`config.mk`:
```
export PLATFORM = sky130hd
export DESIGN_NAME = golomb_limit_decoder
export DESIGN_NICKNAME = d
export VERILOG_FILES = /design/src/rtl/golomb_limit_decoder.sv
export SDC_FILE = /design/constraint.sdc
export NUM_CORES = 1
export LEC_CHECK = 0
export CELL_PAD_IN_SITES_DETAIL_PLACEMENT = 0
export CELL_PAD_IN_SITES_GLOBAL_PLACEMENT = 1
export CORE_MARGIN = 3
export CORE_UTILIZATION = 30
export DETAILED_ROUTE_END_ITERATION = 12
export GPL_ROUTABILITY_DRIVEN = 0
export PLACE_DENSITY_LB_ADDON = 0.1
export SLEW_MARGIN = 40
export SYNTH_ARGS = -nofsm -noshare
export SYNTH_HDL_FRONTEND = slang
export SYNTH_SLANG_ARGS = --single-unit
export TNS_END_PERCENT = 30
```
`constraint.sdc`:
```
create_clock -name clk -period 4.2 [get_ports clk]
set_input_delay 1.05 -clock clk [delete_from_list [all_inputs] [get_ports clk]]
set_output_delay 1.05 -clock clk [all_outputs]
set_load 0.05 [all_outputs]
```
`src/rtl/golomb_limit_decoder.sv`:
```
// golomb_limit_decoder
//   Bit-serial reader for JPEG-LS regular-mode Golomb codes, including the LIMIT escape form.
//   Byte-packed scan data (MSB first, 0xFF bit-stuffing) fills a left-aligned bit buffer.
//   The FSM consumes one bit per cycle and rebuilds MErrval = (q << k) | rem. In escape form
//   (MAXQ zeros, a '1', then QBPP bits) MErrval = field + 1.
// Ports
//   clk, rst_n          clock (rising edge), asynchronous active-low reset
//   i_byte_in/_valid    scan byte source; o_byte_ready when the buffer has room for 8 bits
//   i_flush             empty buffer, clear 0xFF history, abort decode
//   i_k_in, i_sym_req   Golomb k and symbol request (honoured only in IDLE)
//   o_sym_busy          decode in progress
//   o_merrval           decoded value, held until the next symbol completes
//   o_merrval_valid     one-cycle pulse with o_merrval/o_escape update
//   o_escape            last symbol used the escape form
//   o_code_err          pulse: '0' where the escape terminator '1' was required
//   o_stuff_err         pulse: byte following 0xFF had its MSB set
module golomb_limit_decoder #(
  parameter int unsigned LIMIT  = 32,
  parameter int unsigned QBPP   = 8,
  parameter int unsigned BUF_W  = 32,
  parameter int unsigned MERR_W = 16
) (
  input  logic              clk,
  input  logic              rst_n,
  input  logic [7:0]        i_byte_in,
  input  logic              i_byte_valid,
  output logic              o_byte_ready,
  input  logic              i_flush,
  input  logic [3:0]        i_k_in,
  input  logic              i_sym_req,
  output logic              o_sym_busy,
  output logic [MERR_W-1:0] o_merrval,
  output logic              o_merrval_valid,
  output logic              o_escape,
  output logic              o_code_err,
  output logic              o_stuff_err
);

  localparam int unsigned MaxQ = LIMIT - QBPP - 1;
  localparam int unsigned CntW = $clog2(BUF_W + 1);

  typedef enum logic [2:0] {StIdle, StUnary, StRem, StEscB, StEsc, StDone} state_e;

  state_e            r_state, w_state_d;
  logic [BUF_W-1:0]  r_buf;
  logic [CntW-1:0]   r_cnt;
  logic              r_ff;
  logic [7:0]        r_q;
  logic [MERR_W-1:0] r_rem;
  logic [4:0]        r_j;
  logic [3:0]        r_k;
  logic              r_esc;
  logic [MERR_W-1:0] r_merrval;
  logic              r_escape_out;
  logic              r_stuff_err;

  logic              w_decoding, w_consume, w_bit, w_accept;
  logic [CntW-1:0]   w_cnt_after, w_add;
  logic [BUF_W-1:0]  w_buf_after, w_new_al;
  logic [MERR_W-1:0] w_result;

  assign o_byte_ready = (r_cnt <= CntW'(BUF_W - 8));
  assign w_decoding   = (r_state == StUnary) || (r_state == StRem) ||
                        (r_state == StEscB)  || (r_state == StEsc);
  assign w_consume    = w_decoding && (r_cnt != '0) && !i_flush;
  assign w_bit        = r_buf[BUF_W-1];
  assign w_accept     = i_byte_valid && o_byte_ready && !i_flush;

  // After a 0xFF byte the stuffed MSB is dropped; new bits land right after the valid ones.
  assign w_cnt_after  = r_cnt - CntW'(w_consume);
  assign w_buf_after  = w_consume ? (r_buf << 1) : r_buf;
  assign w_new_al     = r_ff ? {i_byte_in[6:0], {(BUF_W-7){1'b0}}}
                             : {i_byte_in, {(BUF_W-8){1'b0}}};
  assign w_add        = r_ff ? CntW'(7) : CntW'(8);

  assign w_result = r_esc ? (r_rem + MERR_W'(1))
                          : ((MERR_W'(r_q) << r_k) | r_rem);

  // Bit buffer and 0xFF history
  always_ff @(posedge clk or negedge rst_n) begin
    if (!rst_n) begin
      r_buf       <= '0;
      r_cnt       <= '0;
      r_ff        <= 1'b0;
      r_stuff_err <= 1'b0;
    end else if (i_flush) begin
      r_buf       <= '0;
      r_cnt       <= '0;
      r_ff        <= 1'b0;
      r_stuff_err <= 1'b0;
    end else begin
      r_buf       <= w_buf_after | (w_accept ? (w_new_al >> w_cnt_after) : '0);
      r_cnt       <= w_cnt_after + (w_accept ? w_add : '0);
      if (w_accept) r_ff <= (i_byte_in == 8'hFF);
      r_stuff_err <= w_accept && r_ff && i_byte_in[7];
    end
  end

  // FSM state register
  always_ff @(posedge clk or negedge rst_n) begin
    if (!rst_n) r_state <= StIdle;
    else        r_state <= w_state_d;
  end

  // FSM next state; every decoding state stalls while the buffer is empty
  always_comb begin
    w_state_d = r_state;
    if (i_flush) begin
      w_state_d = StIdle;
    end else begin
      unique case (r_state)
        StIdle:  if (i_sym_req) w_state_d = StUnary;
        StUnary: begin
          if (w_consume) begin
            if (w_bit)                      w_state_d = (r_k == '0) ? StDone : StRem;
            else if (r_q == 8'(MaxQ - 1))   w_state_d = StEscB;
          end
        end
        StRem:   if (w_consume && r_j == 5'd1) w_state_d = StDone;
        StEscB:  if (w_consume) w_state_d = w_bit ? StEsc : StIdle;
        StEsc:   if (w_consume && r_j == 5'd1) w_state_d = StDone;
        StDone:  w_state_d = StIdle;
        default: w_state_d = StIdle;
      endcase
    end
  end

  // Symbol datapath
  always_ff @(posedge clk or negedge rst_n) begin
    if (!rst_n) begin
      r_q          <= '0;
      r_rem        <= '0;
      r_j          <= '0;
      r_k          <= '0;
      r_esc        <= 1'b0;
      r_merrval    <= '0;
      r_escape_out <= 1'b0;
    end else if (!i_flush) begin
      unique case (r_state)
        StIdle: begin
          if (i_sym_req) begin
            r_k   <= i_k_in;
            r_q   <= '0;
            r_rem <= '0;
            r_esc <= 1'b0;
          end
        end
        StUnary: begin
          if (w_consume) begin
            if (!w_bit) r_q <= r_q + 8'd1;
            else        r_j <= {1'b0, r_k};
          end
        end
        StRem, StEsc: begin
          if (w_consume) begin
            r_rem <= {r_rem[MERR_W-2:0], w_bit};
            r_j   <= r_j - 5'd1;
          end
        end
        StEscB: begin
          if (w_consume && w_bit) begin
            r_j   <= 5'(QBPP);
            r_esc <= 1'b1;
          end
        end
        StDone: begin
          r_merrval    <= w_result;
          r_escape_out <= r_esc;
        end
        default: ;
      endcase
    end
  end

  // Outputs; the DONE cycle shows the fresh result before it lands in the hold registers
  always_comb begin
    o_sym_busy      = (r_state != StIdle);
    o_merrval_valid = (r_state == StDone) && !i_flush;
    o_merrval       = o_merrval_valid ? w_result : r_merrval;
    o_escape        = o_merrval_valid ? r_esc : r_escape_out;
    o_code_err      = (r_state == StEscB) && w_consume && !w_bit;
    o_stuff_err     = r_stuff_err;
  end

endmodule
```
## Yosys cells after proc, flatten, opt, wreduce, memory -nomap -nowiden

Cells that the tools add are included.

- Add/sub/neg operators: 5
- Shift-type cells: 2
- Bitwise operators: 3
- Multiplexer cells: 38
- Reductions and logical operators: 33
- $lt $le $gt $ge: 1
- Eq/ne operators: 19

Operators with widths:

| kind | count |
|---|---|
| $mux 32 | 4 |
| $mux 16 | 4 |
| $or 32x32->32 | 1 |
| $pmux 16 s2 | 1 |
| $shr 32x6->32 | 1 |
| $mux 3 | 9 |
| $mux 8 | 3 |
| $mux 5 | 4 |
| $add 16x1->16 const B | 1 |
| $or 16x16->16 | 1 |
| $pmux 8 s2 | 1 |
| $shl 8x4->16 | 1 |
| $pmux 5 s3 | 1 |
| $pmux 3 s4 | 1 |
| $logic_and 1x1->1 | 11 |
| $ne 2x2->1 const B | 5 |
| $reduce_and 5->1 | 2 |
| $ne 3x3->1 const B | 3 |
| $add 8x1->8 const B | 1 |
| $eq 8x5->1 const B | 1 |
| $eq 8x8->1 const B | 1 |
| $mux 4 | 2 |
| $reduce_and 4->1 | 2 |
| $reduce_bool 2->1 | 4 |
| other kinds (25) | 36 |

- Logic and storage cells: 113
- Input bits: 17
- Flip-flop bits (word level): 94
- Output and inout bits: 22

## Longest topological paths before layout

- Depth after elaboration: 11
- Gate-level depth with buffers: 17
- Gate-level depth less buffers: 13

## Least setup slack after synthesis

OpenSTA, ideal clock, no wires.

- Path type: in2out
- Start point: in i_flush
- End point: out o_merrval[11]
- Stages: 6
- Required time: 3.150 ns
- Data arrival time: 3.164 ns
- Setup slack: -0.014 ns
- Cells stage by stage: clkbuf_1 -> nor2_1 -> nand3_1 -> clkbuf_1 -> buf_1 -> o31ai_1

- Word-level cells in the longest chain between the ends: 3

Ends and longest elaborated chain:

| item | RTL line | text |
|---|---|---|
| start, declared | 28 | `input logic i_flush,` |
| $logic_not 1->1 | 178 | `o_merrval_valid = (r_state == StDone) && !i_flush;` |
| $logic_and 1x1->1 | 178 |  |
| $mux 16 | 179 | `o_merrval = o_merrval_valid ? w_result : r_merrval;` |
| end, declared | 32 | `output logic [MERR_W-1:0] o_merrval,` |

Every way passes these cells.

## Final worst setup path

- Start point: in i_flush
- End point: out o_merrval[13]

The elaborated chain is that of the path after synthesis.

==> results <==
- The number of nets in the layout is 689.
- For this run, the leading register cell type out of synthesis is dfrtp_1.
- The final route contains 5,101 vias.
- The number of antenna violations at the first check in global routing is 0.
- The number of detailed-routing iterations run before antenna repair is 7.
- The all-layer global routing usage is 0.1629.
- The proportion of synthesized area in mux cells is 0.1403.
- The floorplan step defined a die boundary enclosing 0.02184 mm^2.
- The number of enable flip-flop cells after synthesis is 0.
- The worst-margin pin slew is 782.4 ps.
- The initial utilization of the core area, before any placement, comes to 0.3078.
- The buffers inserted during post-CTS setup optimization is 0.
- The violation count after the first detailed-routing iteration is 308.
- The number of H-tree levels is 3.
- The number of pins with negative max-slew slack in the final report is 0.
- STA classifies the critical path endpoint as an output pin.
- In the final routed layout, each cell accounts on average for 18.60 um.
- The fraction of final layout cells with drive strength greater than 1 is 0.1444.
- Of the total synthesized cell area, the portion taken by full adders, half adders and majority gates is 0.02615.
- The distinct cell type count of the synthesized netlist is 67.
- The maximum number of pins on one net before global-route repair is 45.
- The remaining routing DRC violations is 0.
- The post-synthesis xor/xnor area fraction is 0.02179.
- The endpoint of the worst hold-timing path is r_escape_out.
- 39 I/O pins were placed.
- Measured against its own limit, the worst slew margin works out to 0.4736.
- The worst register-to-register path ends at r_cnt[5].
- Clock tree synthesis inserted a total of 9 buffers.
- The worst path needs 3983 ps of the cycle, external delays included.
- From synthesis to final layout, the design area changed by 19.53%.
- The commonest cells after synthesis are 94 x dfrtp_1, 51 x nor2_1, 44 x mux2i_1, 44 x nand2_1, 32 x o21ai_0.
- The logic depth of the worst register-to-register path is 13.
- The number of synthesized register bits is 94.
- The width of the die is 147.8 um.
- The number of hold buffers added after CTS was 0.
- The antenna diode count is 0.
- The final setup skew is 10.89 ps.
- Once routing completed, OpenROAD measured the worst setup slack at 217.4 ps.
- The number of I/O port buffers is 38.
- The post-synthesis simple-gate area fraction is 0.1577.
- The final number of setup-violating endpoints is 0.
- For this block, the routed nets add up to 17,300 um of wire.
- The most area-hungry cell type in the Yosys netlist is dfrtp_1.
- Using the TritonRoute via totals, the vias-per-cell ratio works out to 5.485.
- Summed over all layers, the global routing overflow is 0.
- The height of the die is 147.8 um.
- The cell area that synthesis handed to floorplanning was 0.006030 mm^2.
- The number of global-route vias before repair is 5,070.
- In this run the most critical hold path is launched from r_escape_out.
- For this design, the sink count on the clock tree is 94.
- The power density over the cells is 651.0 mW/mm^2.
- The worst hold path passes through 2 cells.
- The share of flip-flops with an asynchronous set or reset after synthesis is 1.000.
- The utilization after layout is 0.3679.
- Data arrives at the worst endpoint at 2930 ps.
- The share of synthesized area in the top cell type comes to 0.3901.
- Dividing the final minimum period by the clock period gives 0.9482.
- Along the worst path, the maximum fanout reaches 5.
- For flop-to-flop paths, the worst setup slack is 620 ps.
- The worst flop-to-flop path startpoint is r_cnt[3].
- Setup repair after global routing left no endpoint under its margin.
- In the post-synthesis netlist, the cell with the most instances is dfrtp_1.
- The complex-gate fraction of the synthesized area was 0.2204.
- After legalization and detailed placement, the total HPWL measured 12,270 um.
- The worst vdd rail ir drop is 0.2698 mV.
- The hold violation total from the final report is 0.
- The synthesis warning total is 0.
- The initialized floorplan defines 51 standard-cell rows.
- The gate count of the mapped netlist is 630.
- By area, the combinational part of the netlist is dominated by compound AO/OA/AOI/OAI gates.
- Summed over all cells, the static leakage comes to 0.003213 uW.
- The placeable core region is 0.01959 mm^2.
- Clock latency on the worst-skew pair, taken at its later pin, is 360 ps.
- The share of the Yosys chip area taken by registers is 0.3901.
- Data on the critical path is required at its endpoint by 3150 ps.
- A synthesized cell averages 9.571 um^2.
- The kind of start point of the critical path is a primary input.
- Timing would allow up to 0.2511 GHz.
- Yosys attributes the largest share of cell area to dfrtp_1 39%, mux2i_1 7.3%, mux2_2 3.4%, mux4_2 3.4%, nor2_1 3.2%.
- The class of the most critical hold timing path is reg -> reg.
- Across the run, the number of max-cap violations was 0.
- Gates resized during post-CTS repair numbered 0.
- The run finished with clean final reports.
- The TritonCTS clock tree is built.
- Before CTS, the worst setup slack after placement is 206.4 ps.
- The total power is 4692 uW.
- The start-to-end type of the worst setup path is in -> out.
- Clock tree synthesis selected as its root buffer the cell clkbuf_16.
- The global-route wire length before repair is 28,680 um.
- The number of nets in the synthesized netlist is 659.
- The clock transition time at the flip-flop clock pins of the worst setup and hold paths is 80 ps.
- In this run the deepest clock path goes through 2 buffers.
- In this run the remaining antenna-violating nets after routing total 0.
## worst max-delay path, cell delays in order
cell and delay (ps):
clkdlybuf4s50_1 520, nor2_1 180, nand3_1 270, a311o_1 370
a221oi_1 230, nor2_1 140, buf_12 170
## how the worst max path moves through the flow
stage | startpoint | to | slack, ps | cells past startpoint
global placement | i_flush | o_merrval[13] | 210 | 7
detailed placement | i_flush | o_merrval[13] | 210 | 7
floorplan | i_flush | o_merrval[11] | -10 | 6
global route | i_flush | o_merrval[13] | 50 | 7
CTS | i_flush | o_merrval[13] | 200 | 7
finish | i_flush | o_merrval[13] | 220 | 7
## per-layer routing
layer  global-route usage  part of all wire  wire length [um]  vias to the layer above
met5                    0                 0                 0                        -
met4              0.03448             0.012               210                        0
met3              0.03280             0.036               627                       18
met2               0.2739              0.49              8443                      101
met1               0.2184              0.46              8015                     2536
li1                     -                 -                 -                     2446
## cell families after synthesis
logic type / after synthesis
fa+ha+maj: 12
compound gates: 183
xor+xnor: 15
simple gates: 191
mux: 71
buf+inv: 64
flops: 94
## metrics by stage
step | instance area (um^2) | hold slack [ps] | cells | setup TNS, ps
4_1_cts | 7207 | 484.0 | 930 | 0
2_1_floorplan | 6030 | 477.7 | 630 | -28.27
6_report | 7207 | 476.6 | 930 | 0
3_3_place_gp | 6917 | 462.8 | 914 | 0
5_1_grt | 7207 | 511.2 | 930 | 0
3_5_place_dp | 6917 | 463.8 | 914 | 0
## sequential cells by signal (all words and copies together), names as in the netlist
register      flops
o_stuff_err       1
r_buf            32
r_cnt             6
r_esc             1
r_escape_out      1
r_ff              1
r_j               5
r_k               4
r_merrval        16
r_q               8
r_rem            16
r_state           3
## layout make-up
| class | instances | area (um^2) |
|---|---|---|
| clock buffers | 9 | 225.2 |
| clock inverters | 7 | 65.06 |
| fillers | 1964 | 12380 |
| inverters | 20 | 75.07 |
| multi-input cells | 472 | 3415 |
| flip-flops and latches | 94 | 2352 |
| well taps | 265 | 331.6 |
| repair buffers | 63 | 743.2 |
## layout by cell type, fill, tap and decap left out, types with 6 or more instances in the layout
cell             count
nor3_1              16
a22oi_1              6
nor2b_1              8
and3_1               8
o31ai_1              8
a211oi_1            11
and2_1               7
clkdlybuf4s50_1     18
a31oi_1              6
mux4_2               9
mux2i_1             44
ha_1                11
o211ai_1             6
nor2_1              51
nand2_1             44
nand4_1              7
xnor2_1              6
buf_4               27
dfrtp_1             94
a21oi_1             25
nand2b_1             7
o22ai_1             14
o21ai_0             32
clkbuf_16            9
xor2_1               9
nand3_1             19
inv_1               15
mux2_2              18
a22o_1              21
buf_12              18
## report_power, final
| part | total [uW] | internal, uW | leakage, uW | switching (uW) |
|---|---|---|---|---|
| clock network | 813 | 416 | 0.000140 | 398 |
| registers | 1360 | 1070 | 0.00129 | 289 |
| logic | 2520 | 1000 | 0.00179 | 1520 |
| total | 4690 | 2490 | 0.00321 | 2200 |
Power figures use the tool's default switching activity.
